## config.mk

```make
export PLATFORM = sky130hd
export DESIGN_NAME = opdecode_flat
export DESIGN_NICKNAME = d
export VERILOG_FILES = /design/src/rtl/opdecode_if.sv /design/src/rtl/opdecode.sv /design/src/flat_wrapper.sv
export SDC_FILE = /design/constraint.sdc
export NUM_CORES = 1
export LEC_CHECK = 0
export ABC_AREA = 1
export CAP_MARGIN = 10
export CELL_PAD_IN_SITES_DETAIL_PLACEMENT = 1
export CELL_PAD_IN_SITES_GLOBAL_PLACEMENT = 1
export CORE_MARGIN = 3
export CORE_UTILIZATION = 28
export DETAILED_ROUTE_END_ITERATION = 16
export PLACE_DENSITY_LB_ADDON = 0.1
export RECOVER_POWER = 100
export SYNTH_ARGS = -nofsm -noshare
export SYNTH_HDL_FRONTEND = slang
export SYNTH_SLANG_ARGS = --single-unit
```

## constraint.sdc

```tcl
create_clock -name clk -period 1.59 [get_ports clk]
set_input_delay 0.159 -clock clk [delete_from_list [all_inputs] [get_ports clk]]
set_output_delay 0.159 -clock clk [all_outputs]
set_load 0.01 [all_outputs]
```

## src/rtl/opdecode_if.sv

```systemverilog
// rtl/opdecode_if.sv - draw command bus between command source and opdecode
//
// Signals:
//   opcode    [95:0] packed draw command {shape[3:0], color[15:0], opdata[75:0]}
//   op_valid         opcode is captured on a clk edge where this is high
//   shape     [3:0]  registered shape code
//   color     [15:0] registered color field
//   opdata    [75:0] registered operand data, P0=[75:57] P1=[56:38] P2=[37:19] P3=[18:0]
//   out_valid        one-cycle strobe after each capture
//   shape_err        captured shape code is not line/triangle/circle (check build only)
// Modports: master = command source, slave = decoder.

interface opdecode_if;
    logic [95:0] opcode;
    logic        op_valid;
    logic [3:0]  shape;
    logic [15:0] color;
    logic [75:0] opdata;
    logic        out_valid;
    logic        shape_err;

    modport master (
        output opcode,
        output op_valid,
        input  shape,
        input  color,
        input  opdata,
        input  out_valid,
        input  shape_err
    );

    modport slave (
        input  opcode,
        input  op_valid,
        output shape,
        output color,
        output opdata,
        output out_valid,
        output shape_err
    );
endinterface

```

## src/rtl/opdecode.sv

```systemverilog
// rtl/opdecode.sv - draw command field decode register stage
//
// Splits a 96-bit packed draw command into registered shape, color and
// operand fields one clock after op_valid. All outputs come straight from
// flops; opdata is passed through untouched for every shape, including
// points the shape does not use.
//
// Ports:
//   clk    rising-edge system clock
//   n_rst  synchronous active-low reset
//   bus    opdecode_if.slave (opcode/op_valid in; shape/color/opdata/
//          out_valid/shape_err out)
//
// Build option: OPDECODE_SHAPE_CHECK_EN - when defined, shape codes
// 0011..1111 raise shape_err (still passed through); when undefined,
// shape_err is held at 0.

module opdecode (
    input  logic       clk,
    input  logic       n_rst,
    opdecode_if.slave  bus
);

    localparam logic [3:0] SHAPE_LINE     = 4'b0000;
    localparam logic [3:0] SHAPE_TRIANGLE = 4'b0001;
    localparam logic [3:0] SHAPE_CIRCLE   = 4'b0010;

    logic [3:0]  r_shape;
    logic [15:0] r_color;
    logic [75:0] r_opdata;
    logic        r_out_valid;
    logic        r_shape_err;

    logic [3:0]  w_in_shape;
    logic        w_shape_bad;

    assign w_in_shape = bus.opcode[95:92];

`ifdef OPDECODE_SHAPE_CHECK_EN
    assign w_shape_bad = (w_in_shape != SHAPE_LINE) &&
                         (w_in_shape != SHAPE_TRIANGLE) &&
                         (w_in_shape != SHAPE_CIRCLE);
`else
    // Every code is accepted; the shape constants are only used by the check build.
    logic [11:0] w_unused_shapes;
    assign w_unused_shapes = {SHAPE_LINE, SHAPE_TRIANGLE, SHAPE_CIRCLE};
    assign w_shape_bad     = 1'b0;
`endif

    always_ff @(posedge clk) begin
        if (!n_rst) begin
            r_shape     <= 4'h0;
            r_color     <= 16'h0000;
            r_opdata    <= 76'h0;
            r_out_valid <= 1'b0;
            r_shape_err <= 1'b0;
        end else begin
            // Strobe tracks op_valid directly, so back-to-back commands keep it high.
            r_out_valid <= bus.op_valid;
            if (bus.op_valid) begin
                r_shape     <= w_in_shape;
                r_color     <= bus.opcode[91:76];
                r_opdata    <= bus.opcode[75:0];
                r_shape_err <= w_shape_bad;
            end
        end
    end

    assign bus.shape     = r_shape;
    assign bus.color     = r_color;
    assign bus.opdata    = r_opdata;
    assign bus.out_valid = r_out_valid;
    assign bus.shape_err = r_shape_err;

endmodule

```

## src/flat_wrapper.sv

```systemverilog
// flat-port wrapper written by rule: the top's interface ports become plain ports
module opdecode_flat 
  (clk, n_rst, bus_opcode, bus_op_valid, bus_shape, bus_color, bus_opdata, bus_out_valid, bus_shape_err);
  opdecode_if bus_i ();
  input  logic clk;
  input  logic n_rst;
  input wire logic [$bits(bus_i.opcode)-1:0] bus_opcode;
  input wire logic [$bits(bus_i.op_valid)-1:0] bus_op_valid;
  output wire logic [$bits(bus_i.shape)-1:0] bus_shape;
  output wire logic [$bits(bus_i.color)-1:0] bus_color;
  output wire logic [$bits(bus_i.opdata)-1:0] bus_opdata;
  output wire logic [$bits(bus_i.out_valid)-1:0] bus_out_valid;
  output wire logic [$bits(bus_i.shape_err)-1:0] bus_shape_err;
  assign bus_i.opcode = bus_opcode;
  assign bus_i.op_valid = bus_op_valid;
  assign bus_shape = bus_i.shape;
  assign bus_color = bus_i.color;
  assign bus_opdata = bus_i.opdata;
  assign bus_out_valid = bus_i.out_valid;
  assign bus_shape_err = bus_i.shape_err;
  opdecode u_core (.clk(clk), .n_rst(n_rst), .bus(bus_i));
endmodule
```

==> After elaboration in Yosys (flattened, before gate mapping) <==
Cells that the tools add are included.
{ "totals": {"reg_bits": 97, "input_bits": 99, "output_inout_bits": 98, "elab_cells": 4} }

==> Depth between registers and ports, before layout <==
Gate-level depths: netlist of run 1.
{ "logic_depth": {"depth_word": 0, "depth_mapped": 5} }

==> Worst setup path before layout of run 1 <==
Ideal clock, no wire load.
{ "synth_timing": {"path_type": "input-to-reg", "from": "input port n_rst", "to": "register u_core.r_opdata[44], in the netlist u_core.bus.opdata[44]", "setup_time_ns": 0.113, "t_arrival_ns": 0.664, "required_time_ns": 1.477, "path_slack_ns": 0.813, "path_stages": 5, "cell_sequence": "buf_2 buf_6 buf_2 nand2_1 nor2_1"} }
{ "synth_rtl": {"columns": ["element", "line", "source"], "rows": [
  ["from (decl)", "flat_wrapper.sv:6", "input logic n_rst;"],
  ["to (signal assigned)", "opdecode.sv:63", "r_opdata <= bus.opcode[75:0];"],
  ["to (decl)", "opdecode.sv:30", "logic [75:0] r_opdata;"]
]} }

==> Worst setup path in the final report of run 1 <==
{ "layout_timing": {"from": "register u_core.r_shape[1], in the netlist u_core.bus.shape[1]", "to": "output port bus_shape[1]"} }
{ "layout_rtl": {"columns": ["element", "line", "source"], "rows": [
  ["from (decl)", "opdecode.sv:28", "logic [3:0] r_shape;"],
  ["from (signal assigned)", "opdecode.sv:61", "r_shape <= w_in_shape;"],
  ["to (decl)", "flat_wrapper.sv:9", "output wire logic [$bits(bus_i.shape)-1:0] bus_shape;"]
]} }
No word-level cell between the ends.

==> summary.md, run 1 <==
| Metric | Value |
|---|---|
| Outcome | finished clean |
| Final-report max-slew violation count | 0 |
| Peak supply drop | 0.405 mV |
| Switch Pwr | 1.47 mW |
| Clock tree from TritonCTS | done |
| Critical hold path startpoint | bus_op_valid |
| Layout Cell Area excl Fill | 6300 µm² |
| Number of synthesis warnings | 0 |
| Drt wl/cell | 12.3 µm |
| Clock sink total | 97 |
| Kind of launch point of the worst setup path | register |
| Min-Delay Path Depth | 3 |
| Largest buffer count on any clock path | 2 |
| Final wirelength | 12000 µm |
| RSZ-0062 raised after global routing | false |
| Clk network pwr share | 37.5% |
| I/O pin count | 197 |
| Final net count | 891 |
| Part of the cycle the worst path needs | 92.6% |
| Share of cells above drive strength 1 | 2.76% |
| Post-DP HPWL | 8940 µm |
| Violation count after the first detailed-route iteration | 130 |
| Antenna diode instance count | 0 |
| Instance count of the mapped netlist | 613 |
| Worst setup EP type | output pin |
| Post-Route Utilization | 46.7% |
| FF-to-FF setup slack | 1010 ps |
| Clock insertion delay at the later pin of the skew report | 340 ps |
| Internal power | 4.53 mW |
| Number of search-and-repair iterations in the first detailed-routing pass | 4 |
| Reg2Reg Launch Point | u_core.bus.opdata[18]$_SDFFE_PN0P_ |
| Hold Path Class | input pin to register |
| Avg Inst Size Synth | 6.41 µm² |
| Sum of internal, switching and leakage power | 5.99 mW |
| Hold bufs inserted after CTS | 0 |
| Crit path required time | 1430 ps |
| Type of the setup path with the least slack | register to output pin |
| Total negative slack for setup checks | 0 ps |
| Standard-cell rows | 42 |
| Grt ovf | 0 |
| Die boundary width | 124 µm |
| Arrival time reported for the critical path endpoint | 1310 ps |
| PostCTS Resize Cnt | 0 |
| Crit Reg-Reg Endpoint | u_core.bus.opdata[18]$_SDFFE_PN0P_ |
| Hold EP | u_core.bus.color[5]$_SDFFE_PN0P_ |
| Placer's final routability congestion estimate | 0.691 |
| Antenna violations before repair | 0 |
| Power density of the placed cells | 951 nW/µm² |
| CP top delay family | buffers and inverters |
| DIE HEIGHT | 124 µm |
| Buffers on Ports | 195 |
| Via count of the first global-routing pass | 4152 |
| Yosys cell types | 8 |
| Post-CTS Repair Setup Buffers | 0 |
| Most frequent cells in the layout | 193 x nand2_1, 192 x nor2_1, 97 x inv_1, 97 x clkdlybuf4s50_1, 97 x dfxtp_1 |
| Count of maximum capacitance violations | 0 |
| CTS root buffer | clkbuf_16 |
| Die outline area | 15500 µm² |
| Slowest stage cell on the critical path | dlygate4sd3_1 |
| Switching fraction of total power | 24.5% |
| Layout overhead on the synthesized area | 60.3% |
| Wire length of the first global-routing pass | 19900 µm |
| Combinational power share | 17.7% |
| Via density | 4.12 |
| #FFs+latches synth | 97 |
| Sequential share of power | 44.8% |
| Mapped Area | 3930 µm² |
| Total DRC errors in the routed layout | 0 |
| Effective utilization at floorplan | 29.1% |
| Number of levels the H-tree was split into | 3 |
| Most frequent standard cell in the layout excluding fill and tap cells | nand2_1 |
| Number of hold violations in the final report | 0 |
| Total via count in the routed design | 4011 |
| Count of final setup violators | 0 |
| List of cells traversed by the critical path | dlygate4sd3_1 |
| Area of the core | 13500 µm² |
| Count of placed standard cells including taps | 957 |
| Achievable clock frequency | 679 MHz |
| Clock buffers created by TritonCTS | 9 |
| Final period demand of the worst path | 1470 ps |
| GRT Util Overall | 15.6% |
| Leakage power total | 3.34 nW |
| Bufs and invs on worst path | 1 |
| Worst rel slew slack | 27.6% |
| Cell area after placement | 6000 µm² |
| Worst-case reg-to-reg path depth | 2 |
| Post-layout instance count excluding filler cells | 973 |
| Worst-path fanout max | 2 |
| Delay of the slowest cell on the worst path | 640 ps |
| Tightest Pin Transition | 1090 ps |
| Clock transition at the register clock pins on the worst setup and hold paths after CTS | 70 ps |
| Sequential fraction of the synthesis area | 49.4% |
| Remaining number of nets flagged by the antenna check after routing | 0 |
| Net count after synthesis | 712 |
| Worst clock skew | 0 ps |
| Maximum number of pins on one net before global-route repair | 98 |
==> metrics by stage <==
step                hold WS, ps  worst slack, ps
floorplan                   347              813
global placement            457              490
detailed placement          465              432
CTS                         274              138
global route                306             60.9
finish                      283              117
==> sequential cells by signal, indices dropped and copies added, names as in the netlist <==
register and flops:
u_core.bus.out_valid 1, u_core.bus.color 16, u_core.bus.opdata 76, u_core.bus.shape 4
==> how the worst max path moves through the flow <==
stage / depth (start not counted) / slack [ps] / end / startpoint
floorplan: 5 / 810 / u_core.bus.opdata[44]$_SDFFE_PN0P_ / n_rst
global placement: 5 / 490 / u_core.bus.opdata[72]$_SDFFE_PN0P_ / bus_op_valid
CTS: 1 / 140 / bus_shape[0] / u_core.bus.shape[0]$_SDFFE_PN0P_
detailed placement: 5 / 430 / u_core.bus.opdata[18]$_SDFFE_PN0P_ / bus_op_valid
finish: 1 / 120 / bus_shape[1] / u_core.bus.shape[1]$_SDFFE_PN0P_
global route: 1 / 60 / bus_opdata[3] / u_core.bus.opdata[3]$_SDFFE_PN0P_
==> area by class of cell <==
cell class,instances,area (µm²)
clock buffer,14,274
clock inverter,2,35.0
fill,1726,7200
inverter,97,364
multi-input combinational,386,1450
sequential,97,1940
tap,176,220
timing repair buffer,201,2020
==> power groups by stage <==
| stage | logic [mW] | registers, mW | clock network [mW] |
|---|---|---|---|
| 4_1_cts | 1.15 | 2.69 | 2.34 |
| 2_1_floorplan | 0.391 | 2.82 | 0 |
| 3_3_place_gp | 1.11 | 2.74 | 0 |
| 6_report | 1.06 | 2.68 | 2.25 |
| 5_1_grt | 1.19 | 2.70 | 2.45 |
| 3_5_place_dp | 1.15 | 2.74 | 0 |
==> kinds of logic after synthesis <==
| group | count (synthesis) | share of synthesized area (%) |
|---|---|---|
| buffers and inverters | 130 | 13.7 |
| DFF | 97 | 49.4 |
| other | 1 | 0.0954 |
| and+or+nand+nor | 385 | 36.8 |
==> layer usage <==
layer | part of all wire [%] | routed length (µm) | global-route usage, %
met1 | 40 | 4840 | 17.2
met2 | 50 | 5940 | 27.4
met3 | 7.9 | 949 | 5.49
met4 | 1.8 | 220 | 6.00
met5 | 0 | 0 | 0
==> synthesized netlist by cell type (all sizes together) <==
cell | number | area (µm²)
buf | 33 | 176
nand2 | 193 | 724
conb | 1 | 3.75
inv | 97 | 364
nor2 | 192 | 721
dfxtp | 97 | 1940
No activity file was read; power rests on OpenSTA's default activity.
==> inputs of run 2 (changes only) <==
Settings changed: ABC_AREA 1 to 0, ABC_CLOCK_PERIOD_IN_PS set to 1590, CORE_UTILIZATION 28 to 30, SKIP_LAST_GASP set to 1.
==> run 2 against run 1 <==
Net effect:
- critical path type unchanged
- maximum frequency fell by 0.35%
- utilization grew 4.5 points
- non-clock buffer count shrank 1
- largest cell class unchanged
- synthesized area decreased by 6.6%
==> summary.md, run 2 <==
| Metric | Value |
|---|---|
| Via density | 4.41 |
| Wire length of the first global-routing pass | 15500 µm |
| Via count of the first global-routing pass | 2997 |
| Avg Inst Size Synth | 11.7 µm² |
| Crit Reg-Reg Endpoint | u_core.bus.opdata[15]$_SDFFE_PN0P_ |
| Compound-Gate Fraction of Synth Area | 0% |
| DIE HEIGHT | 117 µm |
| Crit path capture | bus_opdata[15] |
| Mapped Area | 3670 µm² |
| Multiplexer share of the synthesized area | 26.2% |
| Total negative slack for setup checks | 0 ps |
| Remaining number of nets flagged by the antenna check after routing | 0 |
| I/O pin count | 197 |
| Final period demand of the worst path | 1480 ps |
| Final net count | 601 |
| Die boundary width | 117 µm |
| Maximum number of pins on one net before global-route repair | 41 |
| Antenna diode instance count | 0 |
| Critical Path Start | u_core.bus.opdata[15]$_SDFFE_PN0P_ |
| Number of hold violations in the final report | 0 |
| Grt ovf | 0 |
| Kind of launch point of the worst setup path | register |
| Placer's final routability congestion estimate | 0.653 |
| Number of search-and-repair iterations in the first detailed-routing pass | 4 |
| Leakage power total | 2.68 nW |
| Net count after synthesis | 412 |
| PostCTS Resize Cnt | 0 |
| Peak supply drop | 0.394 mV |
| Share of cells above drive strength 1 | 3.16% |
| Power density of the placed cells | 922 nW/µm² |
| Simple logic cell fraction of the synthesized area | 16.5% |
| Bufs and invs on worst path | 1 |
| Drt wl/cell | 15.7 µm |
| Worst-path fanout max | 2 |
| Most frequently used flop master after synthesis | dfxtp_1 |
| Final-report max-slew violation count | 0 |
| Die outline area | 13600 µm² |
| Post-synthesis share of cell area spent on xor and xnor gates | 0% |
| Synth area leaders | dfxtp_1 53%, mux2i_1 26%, nor2b_1 16% |
| Clock transition at the register clock pins on the worst setup and hold paths after CTS | 60 ps |
| Most frequent cells in the layout | 97 x clkdlybuf4s50_1, 97 x dfxtp_1, 96 x mux2i_1, 96 x nor2b_1, 96 x dlygate4sd3_1 |
| Part of the cycle the worst path needs | 93.0% |
| Tightest Pin Transition | 896 ps |
| #FFs+latches synth | 97 |
| Clock buffers created by TritonCTS | 9 |
| Total of fill cells in the finished design | 1256 |
| Yosys cell types | 10 |
| Buffers on Ports | 195 |
| Fraction of post-synthesis cell area in the top cell type by area | 52.9% |
| List of cells traversed by the critical path | dlygate4sd3_1 |
| Hold Path Class | input pin to register |
| CP top delay family | buffers and inverters |
| Count of maximum capacitance violations | 0 |
| Achievable clock frequency | 677 MHz |
| Violation count after the first detailed-route iteration | 65 |
| Clock insertion delay at the later pin of the skew report | 330 ps |
| Max reg flops | 76 |
| Worst clock skew | 0 ps |
| CTS root buffer | clkbuf_16 |
| Worst rel slew slack | 40.3% |
| Largest buffer count on any clock path | 2 |
| Post-CTS Repair Setup Buffers | 0 |
| Antenna violations before repair | 0 |
| Area of the core | 11700 µm² |
| Fraction of registers with async set/reset | 0% |
| Count of flip-flops with a built-in enable after synthesis | 0 |
| Worst setup EP type | output pin |
| Delay of the slowest cell on the worst path | 650 ps |
| Worst-case reg-to-reg path depth | 2 |
| FF-to-FF setup slack | 940 ps |
| Number of levels the H-tree was split into | 3 |
| RSZ-0062 raised after global routing | false |
| Type of the setup path with the least slack | register to output pin |
| Levels on crit path | 1 |
| Clock tree from TritonCTS | done |
| Reg2Reg Launch Point | u_core.bus.opdata[15]$_SDFFE_PN0P_ |
| Sum of internal, switching and leakage power | 5.53 mW |
| Top cells by count, synth | 97 x dfxtp_1, 96 x mux2i_1, 96 x nor2b_1, 8 x buf_4, 8 x clkbuf_1 |
| Outcome | finished clean |
| Hold bufs inserted after CTS | 0 |
| Post-DP HPWL | 7700 µm |
| Slowest stage cell on the critical path | dlygate4sd3_1 |
| Clock sink total | 97 |
| Instance count of the mapped netlist | 313 |
| Most common cell in the netlist | dfxtp_1 |
| Layout overhead on the synthesized area | 63.1% |
| Final wirelength | 10200 µm |
| Standard-cell rows | 39 |
| Arrival time reported for the critical path endpoint | 1320 ps |
| Effective utilization at floorplan | 31.4% |
| Total via count in the routed design | 2859 |
| Share of synthesized cell area in full adder, half adder and majority cells | 0% |
| GRT Util Overall | 14.8% |
| Count of final setup violators | 0 |
| Crit path required time | 1430 ps |
| Total DRC errors in the routed layout | 0 |
| Number of synthesis warnings | 0 |
| Sequential fraction of the synthesis area | 52.9% |
| Cell taking the most area after synthesis | dfxtp_1 |
| Critical hold path startpoint | bus_op_valid |
| Main combinational cell family by area after synthesis | multiplexers |
## run 2: changes by cell type after synthesis, moves of 29 or more
cell	before	now
nor2_1	192	0
buf_2	30	1
mux2i_1	0	96
nand2_1	193	0
nor2b_1	0	96
inv_1	97	0
## run 2: worst min path at each step
stage                                                     to  depth (start not counted)  slack (ps)
final                     u_core.bus.opdata[19]$_SDFFE_PN0P_                          3         310
after global routing      u_core.bus.opdata[13]$_SDFFE_PN0P_                          3         320
after CTS                  u_core.bus.color[12]$_SDFFE_PN0P_                          2         270
after detailed placement    u_core.bus.shape[3]$_SDFFE_PN0P_                          2         510
after global placement    u_core.bus.opdata[24]$_SDFFE_PN0P_                          2         490
after floorplan            u_core.bus.color[15]$_SDFFE_PN0P_                          2         330
## run 2: metal layers
metal	track usage [%]	vias up	part of all wire [%]
li1	-	1408	-
met1	16.7	1326	39
met2	24.6	113	48
met3	6.17	12	10
met4	6.35	0	1.8
met5	0	-	0
## run 2: logic make-up (layout without fill, tap and decap cells)
logic type / after synthesis / after routing
other cells: 1 / 1
flops: 97 / 97
buf+inv: 22 / 215
simple gates: 97 / 97
mux: 96 / 96
## run 2: area by class of cell
class	instances	area, µm²	share of cell area [%]
clock buffers	15	258	4.30
multi-input cells	194	1570	26.2
flip-flops and latches	97	1940	32.4
well taps	143	179	2.99
repair buffers	200	2040	34.1
## run 2: metrics by stage
step,worst slack [ps],instance area [µm²],instances,hold WS (ps),util [%]
after floorplan,671,3670,313,328,-
after global placement,476,5740,634,494,49.0
after detailed placement,425,5740,634,507,49.0
after CTS,147,5990,649,268,51.2
after global routing,65.8,5990,649,320,51.2
final,112,5990,649,309,51.2
## run 2: power breakdown
part	switching, mW	total (mW)	internal (mW)
clock	0.851	1.95	1.10
combinational	0.348	0.934	0.586
sequential	0.0668	2.64	2.58
total	1.27	5.53	4.26
